==> src/rtl/ansi_input_decoder.sv <==
// ansi_input_decoder: turns the raw stdin byte stream into one-cycle key events.
// Define ANSI_DEC_CPR_EN to also decode Cursor Position Reports (ESC [ row ; col R).
module ansi_input_decoder #(
    parameter int ESC_TIMEOUT = 4,
    parameter int TMR_W       = 8
) (
    input  logic       clk,
    input  logic       rst,
    input  logic       in_valid,
    input  logic [7:0] in_byte,
    output logic       key_valid,
    output logic [7:0] key_code,
    output logic       cpr_valid,
    output logic [7:0] cpr_row,
    output logic [7:0] cpr_col,
    output logic       err
);
    typedef enum logic [1:0] {
        ST_IDLE = 2'd0,
        ST_ESC  = 2'd1,
        ST_CSI1 = 2'd2,
        ST_CSI2 = 2'd3
    } state_t;

    localparam logic [7:0]       B_ESC    = 8'h1B;
    localparam logic [7:0]       B_LBR    = 8'h5B;
    localparam logic [TMR_W-1:0] TMR_LAST = TMR_W'(ESC_TIMEOUT - 1);
    localparam logic [TMR_W-1:0] TMR_ONE  = TMR_W'(1);

    state_t           state_r;
    state_t           state_nx_s;
    logic [TMR_W-1:0] tmr_r;
    logic [TMR_W-1:0] tmr_nx_s;
    logic             accept_s;
    logic             timeout_s;
    logic             arrow_s;
    logic             seen_s;
    logic             key_valid_s;
    logic             err_s;
    logic [7:0]       key_code_s;

    // 00 and FF are filler bytes: they count as silence, not as input
    assign accept_s  = in_valid && (in_byte != 8'h00) && (in_byte != 8'hFF);
    assign timeout_s = !accept_s && (tmr_r >= TMR_LAST);
    assign arrow_s   = (in_byte >= 8'h41) && (in_byte <= 8'h44);

`ifdef ANSI_DEC_CPR_EN
    logic [7:0] row_acc_r;
    logic [7:0] row_acc_nx_s;
    logic [7:0] col_acc_r;
    logic [7:0] col_acc_nx_s;
    logic       digit_seen_r;
    logic       digit_seen_nx_s;
    logic       is_digit_s;
    logic       is_semi_s;
    logic       is_r_s;
    logic       cpr_valid_s;

    function automatic logic [7:0] sat_mac(input logic [7:0] acc, input logic [3:0] d);
        logic [11:0] sum;
        sum = ({4'd0, acc} * 12'd10) + {8'd0, d};
        return (sum > 12'd255) ? 8'hFF : sum[7:0];
    endfunction

    assign is_digit_s = (in_byte >= 8'h30) && (in_byte <= 8'h39);
    assign is_semi_s  = (in_byte == 8'h3B);
    assign is_r_s     = (in_byte == 8'h52);
    assign seen_s     = digit_seen_r;

    // accumulator next values: cleared on CSI entry, one decimal digit per accepted byte
    always_comb begin
        row_acc_nx_s    = row_acc_r;
        col_acc_nx_s    = col_acc_r;
        digit_seen_nx_s = digit_seen_r;
        if (accept_s && (state_r == ST_ESC) && (in_byte == B_LBR)) begin
            row_acc_nx_s    = 8'd0;
            col_acc_nx_s    = 8'd0;
            digit_seen_nx_s = 1'b0;
        end else if (accept_s && (state_r == ST_CSI1) && is_digit_s) begin
            row_acc_nx_s    = sat_mac(row_acc_r, in_byte[3:0]);
            digit_seen_nx_s = 1'b1;
        end else if (accept_s && (state_r == ST_CSI2) && is_digit_s) begin
            col_acc_nx_s = sat_mac(col_acc_r, in_byte[3:0]);
        end else begin
            digit_seen_nx_s = digit_seen_r;
        end
    end

    // accumulator and report registers
    always_ff @(posedge clk) begin
        if (rst) begin
            row_acc_r    <= 8'd0;
            col_acc_r    <= 8'd0;
            digit_seen_r <= 1'b0;
            cpr_valid    <= 1'b0;
            cpr_row      <= 8'd0;
            cpr_col      <= 8'd0;
        end else begin
            row_acc_r    <= row_acc_nx_s;
            col_acc_r    <= col_acc_nx_s;
            digit_seen_r <= digit_seen_nx_s;
            cpr_valid    <= cpr_valid_s;
            if (cpr_valid_s) begin
                cpr_row <= row_acc_r;
                cpr_col <= col_acc_r;
            end
        end
    end
`else
    assign seen_s    = 1'b0;
    assign cpr_valid = 1'b0;
    assign cpr_row   = 8'd0;
    assign cpr_col   = 8'd0;
`endif

    // next state and silence timer
    always_comb begin
        state_nx_s = state_r;
        if (accept_s || (state_r == ST_IDLE) || timeout_s) begin
            tmr_nx_s = '0;
        end else begin
            tmr_nx_s = tmr_r + TMR_ONE;
        end
        case (state_r)
            ST_IDLE: begin
                if (accept_s && (in_byte == B_ESC)) state_nx_s = ST_ESC;
                else                                state_nx_s = ST_IDLE;
            end
            ST_ESC: begin
                if (accept_s) begin
                    if (in_byte == B_LBR)      state_nx_s = ST_CSI1;
                    else if (in_byte == B_ESC) state_nx_s = ST_ESC;
                    else                       state_nx_s = ST_IDLE;
                end else if (timeout_s) state_nx_s = ST_IDLE;
                else                    state_nx_s = ST_ESC;
            end
            ST_CSI1: begin
                if (accept_s) begin
`ifdef ANSI_DEC_CPR_EN
                    if (is_digit_s)     state_nx_s = ST_CSI1;
                    else if (is_semi_s) state_nx_s = ST_CSI2;
                    else                state_nx_s = ST_IDLE;
`else
                    state_nx_s = ST_IDLE;
`endif
                end else if (timeout_s) state_nx_s = ST_IDLE;
                else                    state_nx_s = ST_CSI1;
            end
            ST_CSI2: begin
`ifdef ANSI_DEC_CPR_EN
                if (accept_s && is_digit_s)       state_nx_s = ST_CSI2;
                else if (accept_s || timeout_s)   state_nx_s = ST_IDLE;
                else                              state_nx_s = ST_CSI2;
`else
                state_nx_s = ST_IDLE;
`endif
            end
            default: state_nx_s = ST_IDLE;
        endcase
    end

    // pulse outputs; key_code holds its last value between events
    always_comb begin
        key_valid_s = 1'b0;
        key_code_s  = key_code;
        err_s       = 1'b0;
`ifdef ANSI_DEC_CPR_EN
        cpr_valid_s = 1'b0;
`endif
        case (state_r)
            ST_IDLE: begin
                if (accept_s && (in_byte != B_ESC)) begin
                    key_valid_s = 1'b1;
                    key_code_s  = in_byte;
                end else begin
                    key_valid_s = 1'b0;
                end
            end
            ST_ESC: begin
                if (accept_s) begin
                    if (in_byte == B_LBR) begin
                        key_valid_s = 1'b0;
                    end else begin
                        key_valid_s = 1'b1;
                        key_code_s  = B_ESC;
                        err_s       = (in_byte != B_ESC);
                    end
                end else if (timeout_s) begin
                    key_valid_s = 1'b1;
                    key_code_s  = B_ESC;
                end else begin
                    key_valid_s = 1'b0;
                end
            end
            ST_CSI1: begin
                if (accept_s) begin
                    if (arrow_s && !seen_s) begin
                        key_valid_s = 1'b1;
                        key_code_s  = 8'h80 + (in_byte - 8'h41);
`ifdef ANSI_DEC_CPR_EN
                    end else if (is_digit_s || is_semi_s) begin
                        err_s = 1'b0;
`endif
                    end else begin
                        err_s = 1'b1;
                    end
                end else begin
                    err_s = timeout_s;
                end
            end
            ST_CSI2: begin
`ifdef ANSI_DEC_CPR_EN
                if (accept_s) begin
                    if (is_digit_s)  err_s = 1'b0;
                    else if (is_r_s) cpr_valid_s = 1'b1;
                    else             err_s = 1'b1;
                end else begin
                    err_s = timeout_s;
                end
`else
                err_s = accept_s || timeout_s;
`endif
            end
            default: err_s = 1'b0;
        endcase
    end

    // state, timer and key/err output registers
    always_ff @(posedge clk) begin
        if (rst) begin
            state_r   <= ST_IDLE;
            tmr_r     <= '0;
            key_valid <= 1'b0;
            key_code  <= 8'h00;
            err       <= 1'b0;
        end else begin
            state_r   <= state_nx_s;
            tmr_r     <= tmr_nx_s;
            key_valid <= key_valid_s;
            key_code  <= key_code_s;
            err       <= err_s;
        end
    end
endmodule
==> config.mk <==
export PLATFORM = sky130hd
export DESIGN_NAME = ansi_input_decoder
export DESIGN_NICKNAME = d
export VERILOG_FILES = /design/src/rtl/ansi_input_decoder.sv
export SDC_FILE = /design/constraint.sdc
export NUM_CORES = 1
export LEC_CHECK = 0
export CAP_MARGIN = 20
export CORE_MARGIN = 1
export CORE_UTILIZATION = 54
export CTS_BUF_LIST = sky130_fd_sc_hd__clkbuf_8
export DETAILED_ROUTE_END_ITERATION = 7
export GPL_TIMING_DRIVEN = 1
export PLACE_DENSITY = 0.88
export SYNTH_ARGS = -nofsm -noshare
export SYNTH_HDL_FRONTEND = slang
export SYNTH_SLANG_ARGS = --single-unit
==> constraint.sdc <==
create_clock -name clk -period 3.9 [get_ports clk]
set_input_delay 0.78 -clock clk [delete_from_list [all_inputs] [get_ports clk]]
set_output_delay 0.78 -clock clk [all_outputs]
set_load 0.01 [all_outputs]
==> Flow_metrics.wiki, run 1 <==
{| class="wikitable"
! Metric !! Value
|-
| Status || finished clean
|-
| Clock transition at path regs || 0.08 ns
|-
| Avg WL per Cell || 14.5 um
|-
| Average instance area after synthesis || 9.24 um^2
|-
| CTS H-tree lvls || 1
|-
| Number of diodes added for antenna fixing || 0
|-
| Synth area leader || sky130_fd_sc_hd__dfxtp_1
|-
| Crit path kind || in2reg
|-
| Worst skew pair latency || 0.25 ns
|-
| Maximum number of pins on one net before global-route repair || 18
|-
| Hold Vio Cnt, Final || 0
|-
| Min-Delay Startpoint || tmr_r[0]$_SDFF_PP0_
|-
| Register area share after synthesis || 27.9%
|-
| Worst Max-Slew Pin Slew || 0.711 ns
|-
| Fillers || 216
|-
| Setup crit end kind || flop
|-
| Dpl hpwl || 2340 um
|-
| Residual DRC || 0
|-
| Worst Path Max Fanout || 7
|-
| Placed instance count || 205
|-
| Met2 usage in global routing || 40.4%
|-
| Max Cap Viol || 0
|-
| Setup TNS after final layout || 0 ns
|-
| Max Clock Freq || 346 MHz
|-
| Initial DRC Count || 42
|-
| IR drop worst, VDD || 251 uV
|-
| Effective utilization at floorplan || 57.3%
|-
| Top library cells by usage in the layout, fill and taps aside || sky130_fd_sc_hd__conb_1, sky130_fd_sc_hd__dfxtp_1, sky130_fd_sc_hd__clkdlybuf4s50_1
|-
| Number of enable flip-flop cells after synthesis || 0
|-
| Final worst path period need || 2.89 ns
|-
| Warnings from Yosys || 0
|-
| Post-CTS Repair Setup Buffers || 0
|-
| Fraction of final layout cells sized beyond drive strength 1 || 11.2%
|-
| GR Util All Layers || 23.0%
|-
| Fin Clk Skew || 0.0103 ns
|-
| Number of sinks on the clock net || 20
|-
| Top_reg_cell synth || sky130_fd_sc_hd__dfxtp_1
|-
| X dimension of the die || 53.5 um
|-
| Unique masters post-synth || 54
|-
| Post-DR vias/cell || 5.90
|-
| First-pass GRT wire length || 4800 um
|-
| Crit start category || input pin
|-
| Area enclosed by the die boundary || 2860 um^2
|-
| Count of instances resized after the clock tree is built || 0
|-
| Mapped cell area || 1430 um^2
|-
| Setup repair after global routing missed its margin || no
|-
| Post-synth top area share || 27.9%
|-
| Number of nets still failing antenna checks after routing || 0
|-
| Quantity of hold-fixing buffers added after cts || 0
|-
| Slew Limit Headroom || 52.4%
|-
| Cell Pwr Density || 280 nW/um^2
|-
| Vias || 1234
|-
| Post-synthesis instance total || 155
|-
| Final wirelength || 3030 um
|-
| Met1 Track Usage GR || 27.8%
|-
| CTS tree || done
|-
| Min-delay worst type || reg2reg
|-
| Final std cells w/o fill || 209
|-
| # rows || 18
|-
| Clock Tree Root || sky130_fd_sc_hd__clkbuf_8
|-
| CP Data Required Time || 4.04 ns
|-
| Area of the core || 2500 um^2
|-
| Largest cells by area after synthesis || sky130_fd_sc_hd__dfxtp_1, sky130_fd_sc_hd__ha_1, sky130_fd_sc_hd__buf_4
|-
| Total congestion overflow after global routing || 0
|-
| Launch instance of the worst register-to-register path || tmr_r[0]$_SDFF_PP0_
|-
| Number of iterations in the first detailed-routing pass || 4
|-
| Setup crit start || in_byte[0]
|-
| Signed area change from the synthesized netlist to the final layout || 14.9%
|-
| Post-synthesis async set-or-reset flop share || 0%
|-
| Maximum buffer depth of the clock tree || 2
|-
| Busiest layer in global routing || met2
|-
| Die Y || 53.5 um
|-
| Setup violation total in the final timing report || 0
|-
| # nets final || 202
|-
| Most common cell after layout, fill and taps aside || sky130_fd_sc_hd__conb_1
|-
| Max-slew violations || 0
|-
| Ports || 38
|-
| Met3 track demand over resource || 3.45%
|-
| Total of flip-flops plus latches after synthesis || 20
|-
| Initial antenna violation count || 0
|-
| CTS Buf Count || 3
|-
| Vias in the first global route || 1090
|-
| Final critical-path share of the clock period || 74.1%
|-
| Arrival time of data at the critical path endpoint || 3.03 ns
|-
| IO Port Bufs || 20
|-
| Total leakage power || 0.000640 uW
|-
| Final Wtd Congestion || 0.851
|}
metrics by stage:
stage               cell area, um^2  hold slack [ns]  worst slack [ns]  total power (uW)  util [%]
floorplan                      1520            0.407              1.53               288         -
global placement               1590            0.419             0.883               307      63.7
detailed placement             1590            0.426             0.796               311      63.7
CTS                            1650            0.436              1.06               462      65.9
global route                   1650            0.445             0.899               478      65.9
finish                         1650            0.430              1.01               461      65.9
where the power goes:
part	total (uW)	switching, uW	internal, uW
registers	220	5.47	215
clock network	153	63.8	89.6
logic	87.5	47.8	39.7
total	461	117	344
critical path: stages:
cell	delay, ns
sky130_fd_sc_hd__clkdlybuf4s50_1	0.54
sky130_fd_sc_hd__inv_1	0.10
sky130_fd_sc_hd__ha_1	0.22
sky130_fd_sc_hd__or3b_1	0.24
sky130_fd_sc_hd__a31oi_1	0.15
sky130_fd_sc_hd__a221oi_4	0.45
sky130_fd_sc_hd__nand3_2	0.19
sky130_fd_sc_hd__mux2_1	0.35
layout make-up:
cell class                 instances  area (um^2)  area share, %
clock buffer                       4         55.1           3.34
inverter                           8         30.0           1.82
multi-input combinational        127          923           56.1
sequential                        20          400           24.3
tap                               30         37.5           2.28
timing repair buffer              20          200           12.2
synth_stat cells, types with 3 or more instances:
cell type	number
sky130_fd_sc_hd__a311oi_2	3
sky130_fd_sc_hd__nor4_1	3
sky130_fd_sc_hd__nor3_1	3
sky130_fd_sc_hd__a21oi_1	3
sky130_fd_sc_hd__ha_1	11
sky130_fd_sc_hd__a211oi_1	3
sky130_fd_sc_hd__and3_1	3
sky130_fd_sc_hd__nor2_1	5
sky130_fd_sc_hd__clkbuf_1	3
sky130_fd_sc_hd__inv_1	8
sky130_fd_sc_hd__nand2_1	9
sky130_fd_sc_hd__nand3_1	5
sky130_fd_sc_hd__nand2b_1	4
sky130_fd_sc_hd__a31oi_1	6
sky130_fd_sc_hd__dfxtp_1	20
sky130_fd_sc_hd__buf_4	17
sky130_fd_sc_hd__o21ai_0	4
routing by layer:
metal | up-vias | share of wire [%]
met3 | 4 | 5.5
met1 | 589 | 42
met5 | - | 0
li1 | 583 | -
met4 | 0 | 0.89
met2 | 58 | 52
cells by family after synthesis:
family                     count (synthesis)  share of synthesized area (%)
AOI/OAI and AO/OA                         40                           24.4
adders and majority gates                 11                           9.61
buffers and inverters                     30                           13.4
DFF                                       20                           27.9
muxes                                      3                           2.18
other                                      1                          0.262
and+or+nand+nor                           50                           22.3
state kept, by name, indices dropped and copies added, names as in the netlist:
signal and count:
tmr_r 8, err 1, key_code 8, state_r 2, key_valid 1
worst paths after layout:
path	slack (ns)	endpoint	cells after the start
worst max-delay path	1.01	key_code[0]$_SDFFE_PP0P_	8
worst min register to register	0.43	tmr_r[0]$_SDFF_PP0_	1
worst min-delay path	0.43	tmr_r[0]$_SDFF_PP0_	1
worst max register to register	1.80	key_code[0]$_SDFFE_PP0P_	6
(Power assumes the default switching activity.)
==> inputs of run 2 (changes only) <==
--- a/config.mk
+++ b/config.mk
@@ -7,11 +7,11 @@
 export LEC_CHECK = 0
 export CAP_MARGIN = 20
 export CORE_MARGIN = 1
-export CORE_UTILIZATION = 54
+export CORE_UTILIZATION = 45
 export CTS_BUF_LIST = sky130_fd_sc_hd__clkbuf_8
 export DETAILED_ROUTE_END_ITERATION = 7
 export GPL_TIMING_DRIVEN = 1
-export PLACE_DENSITY = 0.88
+export PLACE_DENSITY = 0.78
 export SYNTH_ARGS = -nofsm -noshare
 export SYNTH_HDL_FRONTEND = slang
 export SYNTH_SLANG_ARGS = --single-unit
==> constraint.sdc (replaced) <==
create_clock -name clk -period 2.63 [get_ports clk]
set_input_delay 0.526 -clock clk [delete_from_list [all_inputs] [get_ports clk]]
set_output_delay 0.526 -clock clk [all_outputs]
set_load 0.01 [all_outputs]
==> run 2 against run 1 <==
  * Routed wire length rose by 5.4%
  * Die area is 19% higher
  * Clock-buffer cell count is the same
  * Setup slack got worse by 0.83 ns
  * Total power up 53%
  * Register-to-register slack got worse by 1.2 ns
  * Combinational power up 63%
  * Clock power grew 56%
  * Core utilization is 7.4 points lower
  * Sequential cell count unchanged
  * Sequential power increased by 48%
==> Flow_metrics.wiki, run 2 (same netlist as run 1, synthesis figures left out) <==
{| class="wikitable"
! Metric !! Value
|-
| Status || finished clean
|-
| X dimension of the die || 58.4 um (+9.2%)
|-
| Hold Vio Cnt, Final || 0 (unchanged)
|-
| Clock transition at path regs || 0.08 ns (about the same)
|-
| Setup TNS after final layout || 0 ns (unchanged)
|-
| Fraction of final layout cells sized beyond drive strength 1 || 17.6% (+6.4 points)
|-
| Post-DR vias/cell || 5.47 (-7.4%)
|-
| Total congestion overflow after global routing || 0 (unchanged)
|-
| Total leakage power || 0.000715 uW (+12%)
|-
| Setup violation total in the final timing report || 0 (unchanged)
|-
| Number of sinks on the clock net || 20 (unchanged)
|-
| Worst hold slack across all endpoints || 0.450 ns (+0.0204 ns)
|-
| Clock Tree Root || sky130_fd_sc_hd__clkbuf_8
|-
| Worst skew pair latency || 0.26 ns (about the same)
|-
| CP Data Required Time || 2.81 ns (-1.23 ns)
|-
| Final Wtd Congestion || 0.936 (+10%)
|-
| Quantity of hold-fixing buffers added after cts || 0 (unchanged)
|-
| Signed area change from the synthesized netlist to the final layout || 23.7%
|-
| Post-place instance area || 1710 um^2 (+7.7%)
|-
| Fillers || 253 (+17%)
|-
| Setup crit start || in_byte[1]
|-
| Top library cells by usage in the layout, fill and taps aside || sky130_fd_sc_hd__conb_1, sky130_fd_sc_hd__dfxtp_1, sky130_fd_sc_hd__clkdlybuf4s50_1
|-
| Final wirelength || 3190 um (+5.4%)
|-
| First-pass GRT wire length || 5130 um (+7.0%)
|-
| Number of iterations in the first detailed-routing pass || 6 (+2)
|-
| Min-Delay Startpoint || tmr_r[0]$_SDFF_PP0_
|-
| Combined area of the multi-input logic cells || 923 um^2 (unchanged)
|-
| Worst Max-Slew Pin Slew || 0.562 ns (-0.149 ns)
|-
| Area enclosed by the die boundary || 3410 um^2 (+19%)
|-
| Top flop regs || key_code: 8 flops, tmr_r: 8 flops, state_r: 2 flops
|-
| IO Port Bufs || 20 (unchanged)
|-
| Maximum buffer depth of the clock tree || 2 (unchanged)
|-
| Launch instance of the worst register-to-register path || tmr_r[0]$_SDFF_PP0_
|-
| Initial antenna violation count || 0 (unchanged)
|-
| Setup crit end kind || flop
|-
| Fin Clk Skew || 0.00477 ns (-0.00548 ns)
|-
| CTS H-tree lvls || 1 (unchanged)
|-
| Number of nets still failing antenna checks after routing || 0 (unchanged)
|-
| Final critical-path share of the clock period || 93.3%
|-
| Initial DRC Count || 64 (+52%)
|-
| GR Util All Layers || 19.6% (-3.4 points)
|-
| Final worst path period need || 2.45 ns
|-
| Critical path buffer and inverter count || 3 (+1)
|-
| Setup repair after global routing missed its margin || no
|-
| Vias in the first global route || 1157 (+6.1%)
|-
| Most common cell after layout, fill and taps aside || sky130_fd_sc_hd__conb_1
|-
| CTS tree || done
|-
| Cell occurring most often along the worst timing path || sky130_fd_sc_hd__a31oi_1
|-
| Residual DRC || 0 (unchanged)
|-
| Slew Limit Headroom || 62.0% (+9.6 points)
|-
| Sequential cell area in the final layout || 400 um^2 (unchanged)
|-
| Maximum number of pins on one net before global-route repair || 15 (-3)
|-
| Crit start category || input pin
|-
| Dpl hpwl || 2480 um (+6.1%)
|-
| IR drop worst, VDD || 179 uV (-29%)
|-
| Post-CTS Repair Setup Buffers || 0 (unchanged)
|-
| Cell Pwr Density || 399 nW/um^2 (+43%)
|-
| Min-delay worst type || reg2reg
|-
| Ports || 38 (unchanged)
|-
| Total non-filler cell area in the finished layout || 1770 um^2 (+7.6%)
|-
| Vias || 1296 (+5.0%)
|-
| Area of the core || 3030 um^2 (+21%)
|-
| Cell family with most CP delay || compound AO/OA/AOI/OAI gates
|-
| Max Cap Viol || 0 (unchanged)
|-
| Cells along the critical path || clkdlybuf4s50_1 > inv_1 > ha_1 > or3b_1 > a31oi_1 > a221oi_4 > buf_4 > a31oi_1 > a311oi_2
|-
| CTS Buf Count || 3 (unchanged)
|-
| Crit path kind || in2reg
|-
| Worst Path Max Fanout || 5 (-2)
|-
| Worst path max stage delay || 0.52 ns (-0.02 ns)
|-
| Avg WL per Cell || 13.5 um (-7.1%)
|-
| # rows || 20 (+2)
|-
| Max Clock Freq || 407 MHz
|-
| Max-slew violations || 0 (unchanged)
|-
| # nets final || 216 (+6.9%)
|-
| Arrival time of data at the critical path endpoint || 2.63 ns (-0.40 ns)
|-
| Die Y || 58.4 um (+9.2%)
|-
| Number of diodes added for antenna fixing || 0 (unchanged)
|-
| Count of instances resized after the clock tree is built || 0 (unchanged)
|-
| Slowest stage cell on the critical path || sky130_fd_sc_hd__clkdlybuf4s50_1
|-
| Effective utilization at floorplan || 47.3% (-10 points)
|}
-- run 2: cell types whose count changed in the layout (fill, tap and decap cells not counted), sizes merged --
cell / previous run / this run
clkdlybuf4s50: 20 / 19
dlymetal6s2s: 0 / 1
buf: 0 / 14
-- run 2: cell type report --
cell class | instances | share of cell area, %
clock buffers | 4 | 3.11
inverters | 8 | 1.69
multi-input cells | 127 | 52.1
flip-flops and latches | 20 | 22.6
well taps | 44 | 3.11
repair buffers | 34 | 17.4
-- run 2: worst paths after layout --
path,endpoint,slack [ns],depth (start not counted)
worst max-delay path,key_code[6]$_SDFFE_PP0P_,0.18,9
worst min-delay path,tmr_r[0]$_SDFF_PP0_,0.45,1
worst max register to register,key_code[0]$_SDFFE_PP0P_,0.59,6
worst min register to register,tmr_r[0]$_SDFF_PP0_,0.45,1
-- run 2: through the flow --
step	util, %	instances	worst slack (ns)	total power, uW
floorplan	-	177	0.517	426
global placement	56.6	233	0.0193	470
detailed placement	56.6	233	-0.105	474
CTS	58.4	237	0.155	712
global route	58.5	237	0.0285	741
finish	58.5	237	0.176	708
-- run 2: worst register-to-register path, delay by kind of cell, from the launching register on --
family | cells | cell delay, ns
mux | 1 | 0.31
simple gates | 3 | 0.95
fa+ha+maj | 1 | 0.18
compound gates | 1 | 0.18
flops | 1 | 0.32
-- run 2: power by group --
part	internal, uW	leakage [uW]	switching [uW]
sequential	318	0.000166	7.78
clock	133	0.0000288	106
combinational	70.2	0.000520	72.4
-- run 2: layer usage --
| layer | global-route usage (%) | wire length, um | up-vias |
|---|---|---|---|
| li1 | - | - | 611 |
| met1 | 25.8 | 1370 | 613 |
| met2 | 30.5 | 1540 | 59 |
| met3 | 2.64 | 165 | 13 |
| met4 | 11.9 | 109 | 0 |
| met5 | 0 | 0 | - |
